--- src/rtl/id_ex_stage_pkg.sv ---
// Shared types and constants for the ID/EX stage and its forwarding muxes.
// Latency: n/a (declarations only).
// Backpressure: n/a.
package id_ex_stage_pkg;

  localparam int ID_EX_XLEN = 32;  // datapath width
  localparam int ID_EX_RA_W = 5;   // register address width

  // ALU operation encodings carried through this stage untouched.
  typedef enum logic [2:0] {
    ALU_AND  = 3'b000,
    ALU_XOR  = 3'b001,
    ALU_SLL  = 3'b010,
    ALU_ADD  = 3'b011,
    ALU_SUB  = 3'b100,
    ALU_MUL  = 3'b101,
    ALU_SRAI = 3'b110
  } alu_op_e;

  // Operand source chosen by a forwarding mux.
  typedef enum logic [1:0] {
    FWD_RF    = 2'b00,
    FWD_MEMWB = 2'b01,
    FWD_EXMEM = 2'b10
  } fwd_sel_e;

  // Control bits that ride along with the instruction.
  typedef struct packed {
    logic reg_write;
    logic mem_read;
    logic mem_write;
    logic mem_to_reg;
  } ctrl_t;

endpackage

--- src/rtl/id_ex_stage_fwd_mux.sv ---
// Purpose: pick one operand from EX/MEM, MEM/WB or the register-file copy.
// Latency: purely combinational, zero cycles.
// Backpressure: none; re-evaluates every cycle on whatever it is given.
//
// Ports: rs_addr/rs_data    registered source address and register-file data
//        exmem_*/memwb_*    forward sources (dest address, write enable, value)
//        fwd_data/fwd_sel   selected value and which source supplied it
// Build option: ID_EX_FWD_EN enables forwarding; without it the register-file
// data always passes through and the forward sources are ignored.
module fwd_mux
  import id_ex_stage_pkg::*;
#(
  parameter int XLEN = ID_EX_XLEN,
  parameter int RA_W = ID_EX_RA_W
) (
  input  logic [RA_W-1:0] rs_addr,
  input  logic [XLEN-1:0] rs_data,
  input  logic [RA_W-1:0] exmem_rd,
  input  logic            exmem_reg_write,
  input  logic [XLEN-1:0] exmem_result,
  input  logic [RA_W-1:0] memwb_rd,
  input  logic            memwb_reg_write,
  input  logic [XLEN-1:0] memwb_result,
  output logic [XLEN-1:0] fwd_data,
  output fwd_sel_e        fwd_sel
);

`ifdef ID_EX_FWD_EN
  // EX/MEM is the younger producer, so it wins over MEM/WB.
  // x0 is hardwired zero and must never be overridden by a forward.
  always_comb begin
    fwd_sel = FWD_RF;
    if (exmem_reg_write && (exmem_rd != '0) && (exmem_rd == rs_addr)) begin
      fwd_sel = FWD_EXMEM;
    end else if (memwb_reg_write && (memwb_rd != '0) && (memwb_rd == rs_addr)) begin
      fwd_sel = FWD_MEMWB;
    end
  end

  always_comb begin
    fwd_data = rs_data;
    case (fwd_sel)
      FWD_EXMEM: fwd_data = exmem_result;
      FWD_MEMWB: fwd_data = memwb_result;
      default:   fwd_data = rs_data;
    endcase
  end
`else
  assign fwd_sel  = FWD_RF;
  assign fwd_data = rs_data;

  logic unused_fwd;
  assign unused_fwd = ^{rs_addr, exmem_rd, exmem_reg_write, exmem_result,
                        memwb_rd, memwb_reg_write, memwb_result};
`endif

endmodule

--- src/rtl/id_ex_stage.sv ---
// Purpose: ID/EX pipeline register with RAW forwarding and load-use detection.
// Latency: one cycle ID->registered fields; operands combinational from those.
// Backpressure: stall_i holds the entry, flush_i loads a bubble (flush wins).
//
// Ports: clk_i/rst_i          clock, synchronous active-high reset
//        stall_i/flush_i      hold entry / insert bubble
//        *_i (ID side)        decoded operands, immediate, addresses, controls
//        exmem_*/memwb_*      forward sources from later stages
//        alu_*_o              ALU operands and op; store_data_o forwarded rs2
//        rd_addr_o, ctrl *_o  registered destination and control bits
//        valid_o, load_use_o  entry holds an instruction; load-use hazard vs ID
// Build option: ID_EX_FWD_EN enables the forwarding muxes (see fwd_mux).
module id_ex_stage
  import id_ex_stage_pkg::*;
#(
  parameter int XLEN = ID_EX_XLEN,
  parameter int RA_W = ID_EX_RA_W
) (
  input  logic            clk_i,
  input  logic            rst_i,
  input  logic            stall_i,
  input  logic            flush_i,
  input  logic [XLEN-1:0] rs1_data_i,
  input  logic [XLEN-1:0] rs2_data_i,
  input  logic [XLEN-1:0] imm_i,
  input  logic [RA_W-1:0] rs1_addr_i,
  input  logic [RA_W-1:0] rs2_addr_i,
  input  logic [RA_W-1:0] rd_addr_i,
  input  logic [2:0]      alu_ctrl_i,
  input  logic            alu_src_i,
  input  logic            reg_write_i,
  input  logic            mem_read_i,
  input  logic            mem_write_i,
  input  logic            mem_to_reg_i,
  input  logic [RA_W-1:0] exmem_rd_i,
  input  logic            exmem_reg_write_i,
  input  logic [XLEN-1:0] exmem_result_i,
  input  logic [RA_W-1:0] memwb_rd_i,
  input  logic            memwb_reg_write_i,
  input  logic [XLEN-1:0] memwb_result_i,
  output logic [XLEN-1:0] alu_data1_o,
  output logic [XLEN-1:0] alu_data2_o,
  output logic [2:0]      alu_ctrl_o,
  output logic [XLEN-1:0] store_data_o,
  output logic [RA_W-1:0] rd_addr_o,
  output logic            reg_write_o,
  output logic            mem_read_o,
  output logic            mem_write_o,
  output logic            mem_to_reg_o,
  output logic            valid_o,
  output logic            load_use_o
);

  logic [XLEN-1:0] rs1_data_q;
  logic [XLEN-1:0] rs2_data_q;
  logic [XLEN-1:0] imm_q;
  logic [RA_W-1:0] rs1_addr_q;
  logic [RA_W-1:0] rs2_addr_q;
  logic [RA_W-1:0] rd_addr_q;
  logic [2:0]      alu_ctrl_q;
  logic            alu_src_q;
  ctrl_t           ctrl_q;
  logic            valid_q;

  // Reset and flush both produce an all-zero bubble; stall holds everything.
  always_ff @(posedge clk_i) begin
    if (rst_i || flush_i) begin
      rs1_data_q <= '0;
      rs2_data_q <= '0;
      imm_q      <= '0;
      rs1_addr_q <= '0;
      rs2_addr_q <= '0;
      rd_addr_q  <= '0;
      alu_ctrl_q <= ALU_AND;
      alu_src_q  <= 1'b0;
      ctrl_q     <= '0;
      valid_q    <= 1'b0;
    end else if (!stall_i) begin
      rs1_data_q <= rs1_data_i;
      rs2_data_q <= rs2_data_i;
      imm_q      <= imm_i;
      rs1_addr_q <= rs1_addr_i;
      rs2_addr_q <= rs2_addr_i;
      rd_addr_q  <= rd_addr_i;
      alu_ctrl_q <= alu_ctrl_i;
      alu_src_q  <= alu_src_i;
      ctrl_q     <= '{reg_write:  reg_write_i,
                      mem_read:   mem_read_i,
                      mem_write:  mem_write_i,
                      mem_to_reg: mem_to_reg_i};
      valid_q    <= 1'b1;
    end
  end

  logic [XLEN-1:0] rs1_fwd;
  logic [XLEN-1:0] rs2_fwd;
  fwd_sel_e        rs1_sel;
  fwd_sel_e        rs2_sel;

  // Forwarding keys off the registered addresses, so a stalled entry keeps
  // picking up results as they retire behind it.
  fwd_mux #(.XLEN(XLEN), .RA_W(RA_W)) u_fwd_rs1 (
    .rs_addr         (rs1_addr_q),
    .rs_data         (rs1_data_q),
    .exmem_rd        (exmem_rd_i),
    .exmem_reg_write (exmem_reg_write_i),
    .exmem_result    (exmem_result_i),
    .memwb_rd        (memwb_rd_i),
    .memwb_reg_write (memwb_reg_write_i),
    .memwb_result    (memwb_result_i),
    .fwd_data        (rs1_fwd),
    .fwd_sel         (rs1_sel)
  );

  fwd_mux #(.XLEN(XLEN), .RA_W(RA_W)) u_fwd_rs2 (
    .rs_addr         (rs2_addr_q),
    .rs_data         (rs2_data_q),
    .exmem_rd        (exmem_rd_i),
    .exmem_reg_write (exmem_reg_write_i),
    .exmem_result    (exmem_result_i),
    .memwb_rd        (memwb_rd_i),
    .memwb_reg_write (memwb_reg_write_i),
    .memwb_result    (memwb_result_i),
    .fwd_data        (rs2_fwd),
    .fwd_sel         (rs2_sel)
  );

  // Select codes are kept for debug visibility but drive nothing here.
  logic unused_sel;
  assign unused_sel = ^{rs1_sel, rs2_sel};

  assign alu_data1_o  = rs1_fwd;
  assign alu_data2_o  = alu_src_q ? imm_q : rs2_fwd;
  assign store_data_o = rs2_fwd;  // stores need rs2 even when the ALU uses imm

  assign alu_ctrl_o   = alu_ctrl_q;
  assign rd_addr_o    = rd_addr_q;
  assign reg_write_o  = ctrl_q.reg_write;
  assign mem_read_o   = ctrl_q.mem_read;
  assign mem_write_o  = ctrl_q.mem_write;
  assign mem_to_reg_o = ctrl_q.mem_to_reg;
  assign valid_o      = valid_q;

  // A load here cannot forward to the instruction now in ID in time.
  assign load_use_o = ctrl_q.mem_read && valid_q && (rd_addr_q != '0) &&
                      ((rd_addr_q == rs1_addr_i) || (rd_addr_q == rs2_addr_i));

endmodule

--- config.mk ---
export PLATFORM = sky130hd
export DESIGN_NAME = id_ex_stage
export DESIGN_NICKNAME = d
export VERILOG_FILES = /design/src/rtl/id_ex_stage_pkg.sv /design/src/rtl/id_ex_stage_fwd_mux.sv /design/src/rtl/id_ex_stage.sv
export SDC_FILE = /design/constraint.sdc
export NUM_CORES = 1
export LEC_CHECK = 0
export ABC_AREA = 1
export BUFFER_PORTS_ARGS = -buffer_cell sky130_fd_sc_hd__buf_4
export CAP_MARGIN = 15
export CORE_ASPECT_RATIO = 0.6
export CORE_MARGIN = 8
export CORE_UTILIZATION = 30
export DETAILED_ROUTE_END_ITERATION = 8
export GPL_ROUTABILITY_DRIVEN = 0
export REMOVE_ABC_BUFFERS = 1
export SYNTH_ARGS = -nofsm -noshare
export SYNTH_HDL_FRONTEND = slang
export SYNTH_SLANG_ARGS = --single-unit
export TNS_END_PERCENT = 5
--- constraint.sdc ---
create_clock -name clk_i -period 1.12 [get_ports clk_i]
set_input_delay 0.056 -clock clk_i [delete_from_list [all_inputs] [get_ports clk_i]]
set_output_delay 0.056 -clock clk_i [all_outputs]
set_load 0.01 [all_outputs]
==> reports/metrics.cfg, run 1 <==
[status]
status = finished, violations left
violations = setup timing

[cts]
cts_tree = built
cts-buffers-inserted = 9
path_clk_slew_ns = 0.08
cts_root_buffer = clkbuf_16
htree_levels = 3
clock_sinks = 110
worstSkewPairLatency_ns = 0.35
cts_buffer_depth = 2

[setup_path]
criticalPathCategory = register to output pin
cp-start-kind = register
crit_arrival_ns = 1.32
worst_setup_path_end_kind = output pin
cp.required_ns = 1.06
crit_path_max_fanout = 3

[die]
core_mm2 = 0.0151
io_pins = 309
fp.dieArea_mm2 = 0.0196
num_rows = 35
fp.dieW_um = 175
die_height_um = 112
start_util_pct = 30.2

[synthesis]
synth_top_area_share_pct = 48.2
seq_area_frac_synth_pct = 48.2
synth-seq-cells = 110
syn_area_mm2 = 0.00457
synth_mux_area_share_pct = 0
synthAdderAreaFrac_pct = 0
ys_top_cells_by_area = dfxtp_1 (48%), nand2_1 (16%), a21oi_1 (8.1%), a211oi_2 (7.1%), nor2_1 (3.9%)
synth_compound_area_share_pct = 20.4
ys.warnings.count = 0
synth_top_family_by_area = simple AND/OR/NAND/NOR gates
synth_top_cell_by_area = dfxtp_1
synth-simple-area-share_pct = 20.5
syn_area_per_cell_um2 = 7.75
synth_xor_area_share_pct = 0.575
ys_types = 17
synthCells = 589

[hold_path]
hold_class = input pin to register

[cells_and_area]
antenna_cells = 0
drive_gt1_share_pct = 34.6
num-nets-final = 1096
area_delta_synth_final_pct = 68.8
final_cells = 1105

[routing]
antenna_left = 0
drt_iter0_markers = 300
via_per_inst = 4.40
wl_per_cell_um = 14.6
finalWirelength_um = 16100
post-route-drc-count = 0
routed-via-count = 4858
drt_pass1_iterations = 4

[timing]
setup_viol = 33
period_minus_slack_ns = 1.37
fin_ws_ns = -0.254
fmax_mhz = 728
timing.final.hold_violations = 0
timing.hold.ws_ns = 0.0204
final.setup_skew_ns = 0
tightest_slew_ns = 0.312
rsz0062_at_grt = yes
drv_slew = 0
slew_headroom_pct = 79.2
timing.setup.tns_ns = -4.96
period_share_pct = 123

[placement]
place_ws_ns = 0.0385
dp.cells = 1003
port_buffers = 232
hpwl_um = 11500

[grt]
track_usage_pct = 16.0
grt_start_max_net_pins = 53
grt_overflow = 0
grt_pass1_vias = 4945
antenna_found_initial = 0
grt_pass1_wl_um = 25800

[pwr]
vdd_drop_max_uv = 644
power.total_mw = 8.84
total_leakage_power_nw = 3.40
power_density_mw_per_mm2 = 1150

[flow_run]
maxCapViolCount = 0

==> area by class of cell <==
type | instances | area (um^2)
Sequential cell | 110 | 2220
Inverter | 44 | 165
Tap cell | 203 | 254
Clock buffer | 9 | 225
Timing Repair Buffer | 340 | 2880
Fill cell | 1430 | 7400
Multi-Input combinational cell | 392 | 1910
Clock inverter | 7 | 55.1
==> worst paths after layout <==
kind	slack [ns]	cells after the start	from	to
min	0.02	3	rs2_data_i[22]	rs2_data_q[22]
max	-0.25	5	rd_addr_o[2]	load_use_o
min reg2reg	0.46	2	imm_q[10]	imm_q[10]
max reg2reg	0.29	3	rd_addr_o[1]	rd_addr_o[1]
==> repair_timing <==
item	CTS	global route
gates resized for setup	22	13
hold buffers	84	0
cloned	0	0
pin swaps	5	3
setup buffers	1	1
hold endpoints to repair	84	0
endpoints found under the setup margin	33	33
==> placed cells by master (no fill, tap or decap) <==
cell type | netlist | final
buf_4 | 6 | 245
nand2_1 | 195 | 194
dfxtp_1 | 110 | 104
dlygate4sd3_1 | 0 | 84
a21oi_1 | 74 | 74
nor2_1 | 47 | 46
inv_1 | 44 | 41
a211oi_2 | 26 | 26
o21ai_1 | 0 | 18
o21ai_0 | 32 | 13
a211oi_1 | 10 | 10
clkbuf_16 | 0 | 9
buf_12 | 0 | 9
inv_2 | 0 | 3
nand3_1 | 3 | 3
dfxtp_4 | 0 | 3
inv_6 | 0 | 3
dfxtp_2 | 0 | 3
clkinv_2 | 0 | 2
buf_6 | 13 | 2
o21ai_2 | 0 | 1
xor2_1 | 1 | 1
xnor2_1 | 2 | 1
nor2_2 | 0 | 1
nand2_2 | 0 | 1
xnor2_2 | 0 | 1
nand4_1 | 1 | 1
or2_4 | 0 | 1
inv_8 | 0 | 1
clkinvlp_4 | 0 | 1
==> worst max-delay path, stage by stage (launching register included) <==
cell	delay, ns
dfxtp_2	0.33
buf_4	0.13
xnor2_1	0.16
nand3_1	0.09
a21oi_1	0.13
buf_4	0.13
==> sequential cells by signal, indices dropped and copies added (netlist names) <==
signal,flops
alu_ctrl_o,3
imm_q,32
reg_write_o,1
rs2_data_q,32
mem_write_o,1
alu_src_q,1
rs1_data_q,32
rd_addr_o,5
valid_o,1
mem_read_o,1
mem_to_reg_o,1
==> synthesized netlist by cell type <==
| cell | number |
|---|---|
| or2_1 | 1 |
| buf_4 | 6 |
| a21oi_1 | 74 |
| xnor2_1 | 2 |
| inv_1 | 44 |
| o21ai_0 | 32 |
| a211oi_2 | 26 |
| nor2_1 | 47 |
| buf_2 | 20 |
| nand2_1 | 195 |
| nand3_1 | 3 |
| xor2_1 | 1 |
| nand4_1 | 1 |
| dfxtp_1 | 110 |
| a211oi_1 | 10 |
| clkbuf_1 | 4 |
| buf_6 | 13 |
==> cell families after synthesis <==
family	Yosys count
xor+xnor	3
simple gates	247
buf+inv	87
flops	110
compound gates	142
==> per-layer routing <==
layer  track usage (%)  wire length (um)  vias up
met3              8.35              1950       13
met5                 0                 0        -
li1                  -                 -     2495
met2              23.4              6560      178
met4              3.37               123        0
met1              20.4              7440     2172
==> power breakdown <==
| group | internal (mW) | leakage, nW | switching (mW) | total (mW) |
|---|---|---|---|---|
| Sequential | 4.04 | 0.901 | 0.0759 | 4.12 |
| Clock | 1.55 | 0.139 | 1.58 | 3.13 |
| Combinational | 0.888 | 2.36 | 0.703 | 1.59 |
| Total | 6.48 | 3.40 | 2.36 | 8.84 |
==> metrics by stage <==
stage	instance area, um^2	utilization (%)
after floorplan	4260	-
after global placement	6540	43.3
after detailed placement	6540	43.3
after CTS	7690	50.9
after global routing	7710	51.0
final	7710	51.0
No activity file was read; power rests on OpenSTA's default activity.
==> run 2: changes to the inputs <==
--- a/config.mk
+++ b/config.mk
@@ -13,6 +13,7 @@
 export CORE_UTILIZATION = 30
 export DETAILED_ROUTE_END_ITERATION = 8
 export GPL_ROUTABILITY_DRIVEN = 0
+export RECOVER_POWER = 100
 export REMOVE_ABC_BUFFERS = 1
 export SYNTH_ARGS = -nofsm -noshare
 export SYNTH_HDL_FRONTEND = slang
==> run 2 against run 1 <==
  * The flow finishes with violations (hold timing, setup timing)
  * Fmax increased by 0.21%
  * Via count increased by 0.35%
  * Sequential share of layout area increased by 1.6 points
==> reports/metrics.cfg, run 2 (same netlist as run 1, synthesis figures left out) <==
[hold_path]
hold_class = input pin to register
whs_path_depth = 3
hold_path_end = rs2_data_q[22]
min_from = rs2_data_i[22]

[setup_path]
crit_path_max_fanout = 3
worst_setup_path_end_kind = output pin
rr_worst_depth = 3
criticalPathCategory = register to output pin
r2r_slack_ns = 0.29
cp.required_ns = 1.06
r2r-end = rd_addr_o[1]
r2r-start = rd_addr_o[1]
crit_arrival_ns = 1.32
cp-start-kind = register

[die]
fp.dieArea_mm2 = 0.0196
die_height_um = 112
fp.dieW_um = 175
start_util_pct = 30.2
io_pins = 309
core_mm2 = 0.0151
num_rows = 35

[routing]
finalWirelength_um = 16100
via_per_inst = 4.41
antenna_left = 0
drt_iter0_markers = 268
routed-via-count = 4875
drt_pass1_iterations = 4
wl_per_cell_um = 14.6
post-route-drc-count = 0

[cts]
htree_levels = 3
worstSkewPairLatency_ns = 0.34
path_clk_slew_ns = 0.08
cts_buffer_depth = 2
clock_sinks = 110
cts-buffers-inserted = 9
cts_tree = built
cts_root_buffer = clkbuf_16

[timing]
slew_headroom_pct = 79.8
rsz0062_at_grt = yes
timing.final.hold_violations = 6
drv_slew = 0
fin_ws_ns = -0.251
timing.setup.tns_ns = -4.90
final.setup_skew_ns = 0
setup_viol = 33
fmax_mhz = 729
period_minus_slack_ns = 1.37
timing.hold.ws_ns = -0.00867
period_share_pct = 122
tightest_slew_ns = 0.304

[cells_and_area]
fin_util_pct = 48.3
multi_input_area_mm2 = 0.00178
num-nets-final = 1096
area_delta_synth_final_pct = 59.9
antenna_cells = 0
layout_common_cells = nand2_1 (194), buf_4 (151), dfxtp_1 (104)
stdcell_area_mm2 = 0.00730
drive_gt1_share_pct = 23.5
reg.largest.list = imm_q: 32 flops, rs1_data_q: 32 flops, rs2_data_q: 32 flops
num-fill-cells = 1522
layout_commonest_cell = nand2_1
seqCellArea_mm2 = 0.00222

[flow_run]
maxCapViolCount = 0

[grt]
track_usage_pct = 16.0
grt_pass1_vias = 4945
antenna_found_initial = 0
grt_start_max_net_pins = 53
grt_overflow = 0
grt_pass1_wl_um = 25800

[pwr]
power_density_mw_per_mm2 = 1190
total_leakage_power_nw = 3.07
power.total_mw = 8.70
vdd_drop_max_uv = 638

[status]
status = finished, violations left
violations = hold timing, setup timing

[placement]
post_dp_cell_area_mm2 = 0.00654
hpwl_um = 11500
port_buffers = 232

## run 2: worst max-delay path, stage by stage (launching register included)
cell and delay [ns]:
dfxtp_2 0.33, buf_4 0.13, xnor2_1 0.16, nand3_1 0.09, a21oi_1 0.13, buf_4 0.13
## run 2: layout make-up
class,instances,area share [%]
well taps,203,3.48
clock buffers,9,3.08
repair buffers,340,35.7
flip-flops and latches,110,30.4
clock inverters,7,0.754
multi-input cells,392,24.4
inverters,44,2.26
## run 2: metrics by stage
step	worst slack (ns)	hold slack (ns)	std cells
detailed placement	0.0385	0.316	1003
CTS	-0.279	0.0000365	1104
floorplan	-1.35	0.148	546
global route	-0.349	-0.0266	1105
finish	-0.251	-0.00867	1105
global placement	0.0443	0.310	1003
## run 2: layer usage
layer / wire length [um] / up-vias / GRT usage [%]
li1: - / 2503 / -
met1: 7520 / 2180 / 20.4
met2: 6530 / 180 / 23.4
met3: 1960 / 12 / 8.35
met4: 121 / 0 / 3.37
met5: 0 / - / 0
## run 2: how the worst max path moves through the flow
stage | from | end | slack (ns) | cells after the start
global route | rd_addr_o[3] | load_use_o | -0.35 | 5
floorplan | rst_i | rd_addr_o[1] | -1.35 | 2
CTS | rd_addr_o[0] | load_use_o | -0.28 | 6
detailed placement | rd_addr_o[1] | load_use_o | 0.04 | 7
global placement | rd_addr_o[1] | load_use_o | 0.04 | 7
finish | rd_addr_o[2] | load_use_o | -0.25 | 5
## run 2: where the power goes
group          switching (mW)  internal [mW]  total, mW  leakage [nW]
Combinational           0.674          0.795       1.47          2.03
Sequential             0.0736           4.04       4.12         0.901
Clock                    1.56           1.55       3.11         0.139
## run 2: what timing repair did
action,CTS,global route
resized for setup,22,13
buffers inserted,1,1
pin swaps,5,3
setup endpoints to repair,33,33
hold endpoints to repair,84,0
hold buffers,84,0
